<file path="config.mk">
export PLATFORM = sky130hd
export DESIGN_NAME = param_lock_controller
export DESIGN_NICKNAME = d
export VERILOG_FILES = /design/src/rtl/param_lock_controller.sv
export SDC_FILE = /design/constraint.sdc
export NUM_CORES = 1
export LEC_CHECK = 0
export CAP_MARGIN = 25
export CORE_ASPECT_RATIO = 0.6
export CORE_MARGIN = 10
export CORE_UTILIZATION = 60
export DETAILED_ROUTE_END_ITERATION = 8
export PLACE_DENSITY = 0.8
export SETUP_SLACK_MARGIN = 0.2
export SLEW_MARGIN = 20
export SYNTH_ARGS = -nofsm -noshare
export SYNTH_HDL_FRONTEND = slang
export SYNTH_SLANG_ARGS = --single-unit
</file>
<file path="constraint.sdc">
create_clock -name clk -period 10.35 [get_ports clk]
set_clock_uncertainty 0.2 [all_clocks]
set_input_delay 2.07 -clock clk [delete_from_list [all_inputs] [get_ports clk]]
set_output_delay 2.07 -clock clk [all_outputs]
set_load 0.05 [all_outputs]
</file>
<file path="src/rtl/param_lock_controller.sv">
// Keypad lock controller with several password slots, a shared digit entry
// buffer, an error counter and a timed lockout with a flashing LED.
module param_lock_controller #(
  parameter int NUM_DIGITS     = 6,
  parameter int NUM_SLOTS      = 4,
  parameter int MAX_ERRORS     = 3,
  parameter int LOCKOUT_CYCLES = 1000,
  parameter int FLASH_HALF     = 50,
  parameter int SW             = (NUM_SLOTS > 1) ? $clog2(NUM_SLOTS) : 1
) (
  input  logic                    clk,
  input  logic                    clr,
  input  logic                    mode,
  input  logic [3:0]              digit_in,
  input  logic                    digit_valid,
  input  logic [SW-1:0]           slot_sel,
  input  logic                    enter,
  output logic [4*NUM_DIGITS-1:0] disp,
  output logic                    unlocked,
  output logic                    error_flag,
  output logic                    locked_out,
  output logic                    led,
  output logic [3:0]              err_count
);

  localparam int BW = 4 * NUM_DIGITS;
  localparam int CW = $clog2(NUM_DIGITS + 1);
  localparam int TW = $clog2(LOCKOUT_CYCLES);
  localparam int FW = (FLASH_HALF > 1) ? $clog2(FLASH_HALF) : 1;

  typedef enum logic [1:0] {IDLE, OPEN, LOCKOUT} state_t;

  state_t         state_q;
  logic [BW-1:0]  buf_q;
  logic [BW-1:0]  slot_q [NUM_SLOTS];
  logic [CW-1:0]  cnt_q;
  logic           invalid_q;
  logic           auth_q;
  logic           mode_q;
  logic           err_pulse_q;
  logic           led_q;
  logic [3:0]     err_q;
  logic [TW-1:0]  lock_tmr_q;
  logic [FW-1:0]  flash_tmr_q;

  logic [3:0]           digit_d;
  logic [BW-1:0]        buf_d;
  logic [CW-1:0]        cnt_d;
  logic [3:0]           err_d;
  logic [NUM_SLOTS-1:0] slot_hit;
  logic                 full;
  logic                 hit;
  logic                 mode_rise;
  logic                 prog_locked;

  // Non-BCD keys are stored as E so they can never equal a programmed slot.
  assign digit_d   = (digit_in > 4'd9) ? 4'hE : digit_in;
  assign buf_d     = {buf_q[BW-5:0], digit_d};
  assign full      = (cnt_q == CW'(NUM_DIGITS));
  assign cnt_d     = full ? cnt_q : cnt_q + CW'(1);
  assign err_d     = err_q + 4'd1;
  assign mode_rise = mode && !mode_q;

  generate
    for (genvar gi = 0; gi < NUM_SLOTS; gi++) begin : g_slot_cmp
      assign slot_hit[gi] = (buf_q == slot_q[gi]);
    end
  endgenerate

  assign hit = full && !invalid_q && (|slot_hit);

  always_ff @(posedge clk) begin
    if (clr) begin
      state_q     <= IDLE;
      buf_q       <= '0;
      cnt_q       <= '0;
      invalid_q   <= 1'b0;
      auth_q      <= 1'b0;
      mode_q      <= 1'b0;
      err_pulse_q <= 1'b0;
      led_q       <= 1'b0;
      err_q       <= '0;
      lock_tmr_q  <= '0;
      flash_tmr_q <= '0;
      for (int s = 0; s < NUM_SLOTS; s++) slot_q[s] <= '0;
    end else begin
      mode_q      <= mode;
      err_pulse_q <= 1'b0;
      if (mode_rise) auth_q <= 1'b0;
      case (state_q)
        LOCKOUT: begin
          if (lock_tmr_q == '0) begin
            state_q <= IDLE;
            err_q   <= '0;
            led_q   <= 1'b0;
            auth_q  <= 1'b0;
          end else begin
            lock_tmr_q <= lock_tmr_q - TW'(1);
            if (flash_tmr_q == '0) begin
              led_q       <= ~led_q;
              flash_tmr_q <= FW'(FLASH_HALF - 1);
            end else begin
              flash_tmr_q <= flash_tmr_q - FW'(1);
            end
          end
        end
        default: begin
          if (mode) begin
            // Any activity in unlock mode closes an open lock; the activity itself still counts.
            if (mode_rise || digit_valid || enter) state_q <= IDLE;
            if (enter) begin
              buf_q     <= '0;
              cnt_q     <= '0;
              invalid_q <= 1'b0;
              if (hit) begin
                state_q <= OPEN;
                err_q   <= '0;
                auth_q  <= 1'b1;
              end else begin
                err_q <= err_d;
                if (err_d == 4'(MAX_ERRORS)) begin
                  state_q     <= LOCKOUT;
                  lock_tmr_q  <= TW'(LOCKOUT_CYCLES - 1);
                  flash_tmr_q <= FW'(FLASH_HALF - 1);
                  led_q       <= 1'b1;
                end
              end
            end else if (digit_valid) begin
              buf_q <= buf_d;
              cnt_q <= cnt_d;
              if (digit_in > 4'd9) invalid_q <= 1'b1;
            end
          end else if (auth_q) begin
            if (enter) begin
              buf_q     <= '0;
              cnt_q     <= '0;
              invalid_q <= 1'b0;
              if (full && !invalid_q) begin
                for (int s = 0; s < NUM_SLOTS; s++)
                  if (int'(slot_sel) == s) slot_q[s] <= buf_q;
              end else begin
                err_pulse_q <= 1'b1;
              end
            end else if (digit_valid) begin
              buf_q <= buf_d;
              cnt_q <= cnt_d;
              if (digit_in > 4'd9) invalid_q <= 1'b1;
            end
          end
        end
      endcase
    end
  end

  assign prog_locked = !mode && !auth_q;
  assign disp        = prog_locked ? {NUM_DIGITS{4'hE}} : buf_q;
  assign error_flag  = prog_locked || err_pulse_q;
  assign unlocked    = (state_q == OPEN);
  assign locked_out  = (state_q == LOCKOUT);
  assign led         = led_q;
  assign err_count   = err_q;

endmodule

</file>
## After elaboration in Yosys (flattened, before gate mapping)

Memory sizes are Yosys's and may differ from the RTL's.
Index checks and enable logic that the tools add are counted.

- Reduce and logical (&&, ||, !) cells: 25
- Equality and inequality tests: 15
- Bitwise operators: 8
- Add/subtract/negate cells: 4
- Magnitude comparators: 1
- Mux-type cells: 93

Operator list:

| cell | count |
|---|---|
| $mux 24 | 9 |
| $eq 24x24->1 | 4 |
| $mux 10 | 6 |
| $mux 1 | 53 |
| $mux 6 | 7 |
| $mux 4 | 6 |
| $mux 3 | 5 |
| $mux 2 | 7 |
| $logic_not 10->1 | 1 |
| $reduce_and 5->1 | 2 |
| $sub 10x1->10 const B | 1 |
| $reduce_bool 2->1 | 4 |
| $eq 2x2->1 const B | 3 |
| $logic_not 6->1 | 1 |
| $sub 6x1->6 const B | 1 |
| $reduce_or 5->1 | 1 |
| $add 4x1->4 const B | 1 |
| $eq 2x1->1 const B | 2 |
| $eq 4x2->1 const B | 1 |
| $gt 4x4->1 const B | 1 |
| $logic_and 1x1->1 | 4 |
| $logic_not 1->1 | 4 |
| $ne 2x2->1 const B | 2 |
| $not 1->1 | 4 |
| other kinds (10) | 16 |

- Register bits after elaboration: 54
- Input bits: 11
- Word-level logic and storage cells: 158
- Memories kept: 1
- RAM bits: 96
- Output and inout bits: 32

Memory list:

| name | depth | bits a word | rd ports | clocked after Yosys merged registers in | wr ports | RTL line | RTL |
|---|---|---|---|---|---|---|---|
| slot_q | 4 | 24 | 4 | 0 | 4 | 35 | `logic [BW-1:0] slot_q [NUM_SLOTS];` |

## Depth between registers and ports, before layout

- Depth in word-level cells: 10
- Gate-level depth with buffers: 9
- Mapped depth without buffers: 9

## Worst setup path after synthesis

No wires, ideal clock.

- Path kind: in2out
- From: input mode
- To: output disp[20]
- Buffers on the path: 2
- Path slack: 4924 ps
- Arrival time: 3156 ps
- Stages on the path: 4
- Required time: 8080 ps
- Cell sequence: nor2_1 > clkbuf_1 > clkbuf_1 > nor2b_1

- Longest elaborated chain between the ends: 3

RTL lines:

| element | RTL line | RTL |
|---|---|---|
| from (decl) | 13 | `input logic mode,` |
| $logic_not 1->1 | 155 | `assign prog_locked = !mode && !auth_q;` |
| $logic_and 1x1->1 | 155 |  |
| $mux 24 | 156 | `assign disp = prog_locked ? {NUM_DIGITS{4'hE}} : buf_q;` |
| to (decl) | 18 | `output logic [4*NUM_DIGITS-1:0] disp,` |

No other way between the ends.

## Worst setup path in the final report

- From: input mode
- To: output disp[22]

The elaborated chain is that of the path after synthesis.

==> results.yml <==
run_status:
  status: "finished clean"
cells_and_area:
  syn_to_final_growth_pct: 15.1
  num_antenna_cells: 0
  final_cell_mix: "and2_1 (96), edfxtp_1 (96), xor2_1 (66), dfxtp_1 (54), clkdlybuf4s50_1 (41)"
  drive_above_1_share: 0.109
  finalNetCount: 734
synthesis:
  synth_area_mm2: 0.00749
  synth.distinct_cells: 51
  synth_area_leader_cell: "edfxtp_1"
  seq_area_frac_synth: 0.529
  syn_avg_cell_area_um2: 10.7
  synth_nets: 719
  synth_top_area_share: 0.385
  yosys_warnings: 0
  synth.area.top_cells: "edfxtp_1 (38%), dfxtp_1 (14%), and2_1 (8.0%), xor2_1 (7.7%), xnor2_1 (3.7%)"
  synth_cells: 700
  synth_seq_cells: 150
placement:
  portBuffers: 42
  hpwl_um: 11600
  gp_congestion: 0.810
global_route:
  grt_max_degree: 50
  antenna_found_initial: 2
  grt_pass1_wl_um: 28400
  grt_util_met2: 0.312
  gr-total-overflow: 0
  grt_use_met1: 0.293
  grt_usage: 0.211
  top_usage_layer: "met2"
  use_met3: 0.0559
  grt_pass1_vias: 5137
power:
  internal_power_mw: 1.10
  power.density_mw_per_mm2: 166
  switchingPower_uw: 332
  power_frac_comb: 0.068
  ir_drop_uv: 137
  pwr-share-clk: 0.462
  pwr-share-seq: 0.470
  p_leak_nw: 3.15
  p_sw_frac: 0.232
clock_network:
  post_cts_buffers: 0
  cts.clk_slew.worst_paths_ns: 0.06
  worstSkewPairLatency_ns: 0.42
  root_buffer: "clkbuf_16"
  cts_buffer_depth: 2
  htree_levels: 4
  holdBufCountCts: 0
  cts_sinks: 150
  cts_tree: "built"
  ctsResizeCount: 0
  cts-buffers-inserted: 17
worst_setup_path:
  crit_fanout: 18
  cp_slowest_cell: "clkdlybuf4s50_1"
  required_ns: 8.08
  crit_path_end_kind: "output pin"
  path_cells: "clkdlybuf4s50_1 -> nor2_1 -> buf_4 -> or2_2 -> clkdlybuf4s50_1"
  cp.arrival_ns: 4.29
  path_class: "in -> out"
  crit_path_frequent_cell: "clkdlybuf4s50_1"
  cp-start-kind: "primary input"
  cpPeakStageDelay_ns: 0.80
timing:
  tightest_slew_ns: 0.995
  final.period_utilization: 0.634
  relSlewSlack: 0.337
  setup_viol: 0
  slew_viol_final: 0
  setup_tns_ns: 0
  hold_viol: 0
  finalCriticalPeriod_ns: 6.56
  hold_slack_ns: 0.312
  fmax_ghz: 0.153
  rsz0062_at_grt: "no"
detailed_routing:
  antenna_left: 0
  vias_per_cell: 6.07
  wl_per_cell_um: 20.5
  dr.pass1.iters: 5
  drcViolationCount: 0
  dr_total_vias: 5423
  dr.first_iter.drc_count: 466
  drt-total-wl_um: 18300
min_path:
  min_path_type: "reg -> reg"
floorplanning:
  core_mm2: 0.0121
  io_pins: 43
  die_area_mm2: 0.0175
  placementRows: 31
  fp.dieW_um: 164
  initial_core_util: 0.617
  die_y_um: 107
run:
  max_cap_viol_count: 0
==> state kept, by name (all words and copies together), names as in the netlist <==
| register | count |
|---|---|
| buf_q | 24 |
| cnt_q | 3 |
| err_pulse_q | 1 |
| slot_q | 96 |
| lock_tmr_q | 10 |
| err_count | 4 |
| flash_tmr_q | 6 |
| mode_q | 1 |
| invalid_q | 1 |
| led | 1 |
| state_q | 2 |
| auth_q | 1 |
==> power groups by stage <==
stage                     sequential [mW]  combinational, mW  clock (mW)
after floorplan                     0.685             0.0641           0
after global placement              0.684             0.0921           0
after detailed placement            0.685             0.0961           0
after CTS                           0.673             0.0977       0.665
after global routing                0.675              0.105       0.693
final                               0.673             0.0978       0.661
==> cell usage after synthesis, drive strengths merged <==
cell    instances
nor4           19
and3            1
or4b            2
inv             9
nor3b           6
nand3           8
buf            27
ha              8
clkbuf         28
or2            22
nand2b          4
xor2           66
nand2          34
nand3b         21
a221oi          2
o311ai          1
a21boi          2
nor3           28
a31oi           8
or2b            1
and4            1
a211oi          1
a22oi           1
dfxtp          54
o31a            3
nand4          14
o21ai          14
o311a           4
a21oi          36
or3             4
edfxtp         96
a41oi           1
a41o            2
o32ai           2
nor2           26
o21a            4
nor2b           7
a311oi          1
or4             2
a211o           1
and2           96
xnor2          32
o31ai           1
==> worst max-delay path, delay by kind of cell <==
kind                   cells  cell delay (ns)
buffers and inverters      3             1.57
and+or+nand+nor            2             0.63
==> metrics by stage <==
stage               utilization  total power [mW]  instances  setup WS, ns  area, um^2
floorplan                     -             0.749        700          4.92        7490
global placement          0.654             0.776        857          3.88        7930
detailed placement        0.658             0.781        861          3.79        7980
CTS                       0.709              1.44        893          3.79        8610
global route              0.710              1.47        893          3.66        8620
finish                    0.710              1.43        893          3.79        8620
==> layer usage <==
metal | up-vias | share of wire
li1 | 2465 | -
met1 | 2648 | 0.43
met2 | 275 | 0.45
met3 | 33 | 0.10
met4 | 2 | 0.017
met5 | - | 0.00071
==> path summary, 6_finish.rpt <==
check	start	to	slack, ns	cells past startpoint
max reg2reg	buf_q[5]$_SDFFE_PP0P_	lock_tmr_q[8]$_SDFFE_PP0P_	7.25	7
min	invalid_q$_SDFFE_PP0P_	invalid_q$_SDFFE_PP0P_	0.31	2
max	mode	disp[22]	3.79	5
min reg2reg	invalid_q$_SDFFE_PP0P_	invalid_q$_SDFFE_PP0P_	0.31	2
==> final cells by class <==
type | count | area [um^2]
fillers | 869 | 3520
multi-input cells | 486 | 3290
repair buffers | 51 | 494
clock inverters | 14 | 198
flip-flops and latches | 150 | 3960
well taps | 165 | 206
clock buffers | 18 | 429
inverters | 9 | 33.8
==> logic make-up after synthesis <==
family / Yosys count / synth area share
AND/OR/NAND/NOR: 296 / 0.234
XOR/XNOR: 98 / 0.115
AO/OA/AOI/OAI: 84 / 0.0705
adder cells (fa/ha/maj): 8 / 0.0134
flip-flops: 150 / 0.529
buffers and inverters: 64 / 0.0378
Note: power is estimated with default switching activity, not from simulation.
==> edit (same flow settings) <==
Re-encode `state_t` (3 states) as one-hot, 3 bits wide.
--- a/src/rtl/param_lock_controller.sv
+++ b/src/rtl/param_lock_controller.sv
@@ -28,7 +28,7 @@
   localparam int TW = $clog2(LOCKOUT_CYCLES);
   localparam int FW = (FLASH_HALF > 1) ? $clog2(FLASH_HALF) : 1;
 
-  typedef enum logic [1:0] {IDLE, OPEN, LOCKOUT} state_t;
+  typedef enum logic [2:0] {IDLE = 3'b001, OPEN = 3'b010, LOCKOUT = 3'b100} state_t;
 
   state_t         state_q;
   logic [BW-1:0]  buf_q;
Function: same outputs for any inputs over 4 cycles, from zero or initial values; so few cycles prove little.
==> edit against the original RTL <==
Clock power shrank 10%; worst hold slack lost 0.016 ns; area after synthesis grew 1.3%; sequential cell count grew 1; sequential share of layout area up 0.33 points; utilization shrank 0.60 points; setup slack worse by 0.23 ns; first-iteration DRC count fell by 11%; via count down 3.6%; wire length shrank 5.4%; power down 5.0%; final area shrank 0.22%; largest cell class unchanged; highest routed layer is now met4.
==> edit: results (changes against the original RTL) <==
* Status: complete, no violations (unchanged)
* Top_reg_cell synth: edfxtp_1 (unchanged)
* RD Place Congestion at 0.814 (was 0.810)
* First-pass detailed-route iteration total at 5 (unchanged)
* EDFF count, synth at 96 (unchanged)
* First-pass GRT wire length at 27200 microns (was 28400 microns)
* Worst vdd ir at 0.142 mV (was 0.137 mV)
* Vias in the first global route at 4994 (was 5137)
* IO Port Bufs at 42 (unchanged)
* Synthesized netlist cell count at 701 (was 700)
* Slowest CP cell: clkdlybuf4s50_1 (unchanged)
* Initial antenna violation count at 0 (was 2)
* Async S/R FF share, synth at 0% (unchanged)
* Regs by FF count: slot_q (96), buf_q (24), lock_tmr_q (10) (unchanged)
* Clock transition at path regs at 0.06 ns (about the same)
* Critical path fanouts, max at 27 (was 18)
* DP Wirelength at 11500 microns (was 11600 microns)
* Static leakage at 0.00312 uW (was 0.00315 uW)
* Final WL at 17300 microns (was 18300 microns)
* Clock tree buffer depth at 2 (unchanged)
* Post-CTS setup buffers at 0 (unchanged)
* Pre-CTS WS at 3.60 ns (was 3.79 ns)
* Dpl cells at 865 (was 861)
* Layout cells sized above 1 at 10.2% (was 10.9%)
* Root buffer cell: clkbuf_16 (unchanged)
* Register area share after synthesis at 52.5% (was 52.9%)
* CTS Buf Count at 17 (unchanged)
* Clk Latency, worst-skew pair at 0.42 ns (about the same)
* Max-cap viol count at 0 (unchanged)
* Critical path's largest stage delay at 0.85 ns (was 0.80 ns)
* R2R Setup Slk at 7.25 ns (about the same)
* Final Non-Filler Cells at 898 (was 893)
* Post_cts resized at 0 (unchanged)
* Synth top area cells: edfxtp_1, dfxtp_1, and2_1 (unchanged)
* Hold_ws at 0.296 ns (was 0.312 ns)
* Yosys Warn Count at 0 (unchanged)
* H-tree Lvls at 4 (unchanged)
* Via Count at 5228 (was 5423)
* Iter 0 DRT Violations at 414 (was 466)
* CP Data Arrival Time at 4.52 ns (was 4.29 ns)
* Hold/Removal Path Class: reg -> reg (unchanged)
* Clock period minus worst slack at 6.79 ns (was 6.56 ns)
* Total Routing Usage GR at 19.9% (was 21.1%)
* Placed instance area at 8020 sq um (was 7980 sq um)
* Cell family with most CP delay: buffers and inverters (unchanged)
* Syn_nets at 720 (was 719)
* Measured slew at the worst slew-check pin at 0.954 ns (was 0.995 ns)
* Fin nets at 739 (was 734)
* Pin count of the biggest net entering global routing at 66 (was 50)
* N_diodes at 0 (unchanged)
* Fillers at 872 (was 869)
* Synth cell types at 50 (was 51)
* Design area at 8600 sq um (was 8620 sq um)
* Most frequent cells after synthesis: and2_1, edfxtp_1, xor2_1 (unchanged)
## edit: cell types whose count changed in the layout (fill, tap and decap cells not counted), sizes merged, moves of 4 or more
cell and delta:
a31oi -7, xnor2 +4, o311a -4, nor3b -4, a21oi +9, nor3 -6
o21ai -4, o21bai +4, nand3b +4, clkinv +6
## edit: cell type report
type / count / area share (%)
clock inverters: 11 / 1.25
multi-input cells: 485 / 38.2
inverters: 11 / 0.480
well taps: 165 / 2.40
clock buffers: 21 / 5.24
flip-flops and latches: 151 / 46.3
repair buffers: 54 / 6.10
## edit: worst register-to-register path, stage by stage (launching register included)
cell and delay (ns):
dfxtp_1 0.80, xor2_1 0.15, nor4_1 0.52, nand4_1 0.18, nor3_2 0.29, nor4_4 0.14
o21ai_2 0.51, a221oi_1 0.16
## edit: cells by family after synthesis
group,synth area share (%)
xor gates and xnor gates,11.7
adders and majority gates,1.32
buffers and inverters,4.73
AOI/OAI and AO/OA,6.70
and+or+nand+nor,23.1
DFF,52.5
## edit: path summary, 6_finish.rpt
| path | startpoint | to | cells past startpoint |
|---|---|---|---|
| worst max-delay path | mode | disp[1] | 4 |
| worst min-delay path | flash_tmr_q[3] | flash_tmr_q[3] | 2 |
| worst max register to register | buf_q[2] | lock_tmr_q[1] | 7 |
| worst min register to register | flash_tmr_q[3] | flash_tmr_q[3] | 2 |
## edit: power breakdown
group / switching (uW) / internal (uW)
Clock: 237 / 357
Sequential: 14.8 / 661
Combinational: 55.7 / 34.6
Total: 307 / 1050
## edit: routing by layer
layer	wire (microns)	track usage, %
met5	0	0
met4	265	6.93
met2	8100	30.1
met1	7800	27.7
met3	1160	4.20
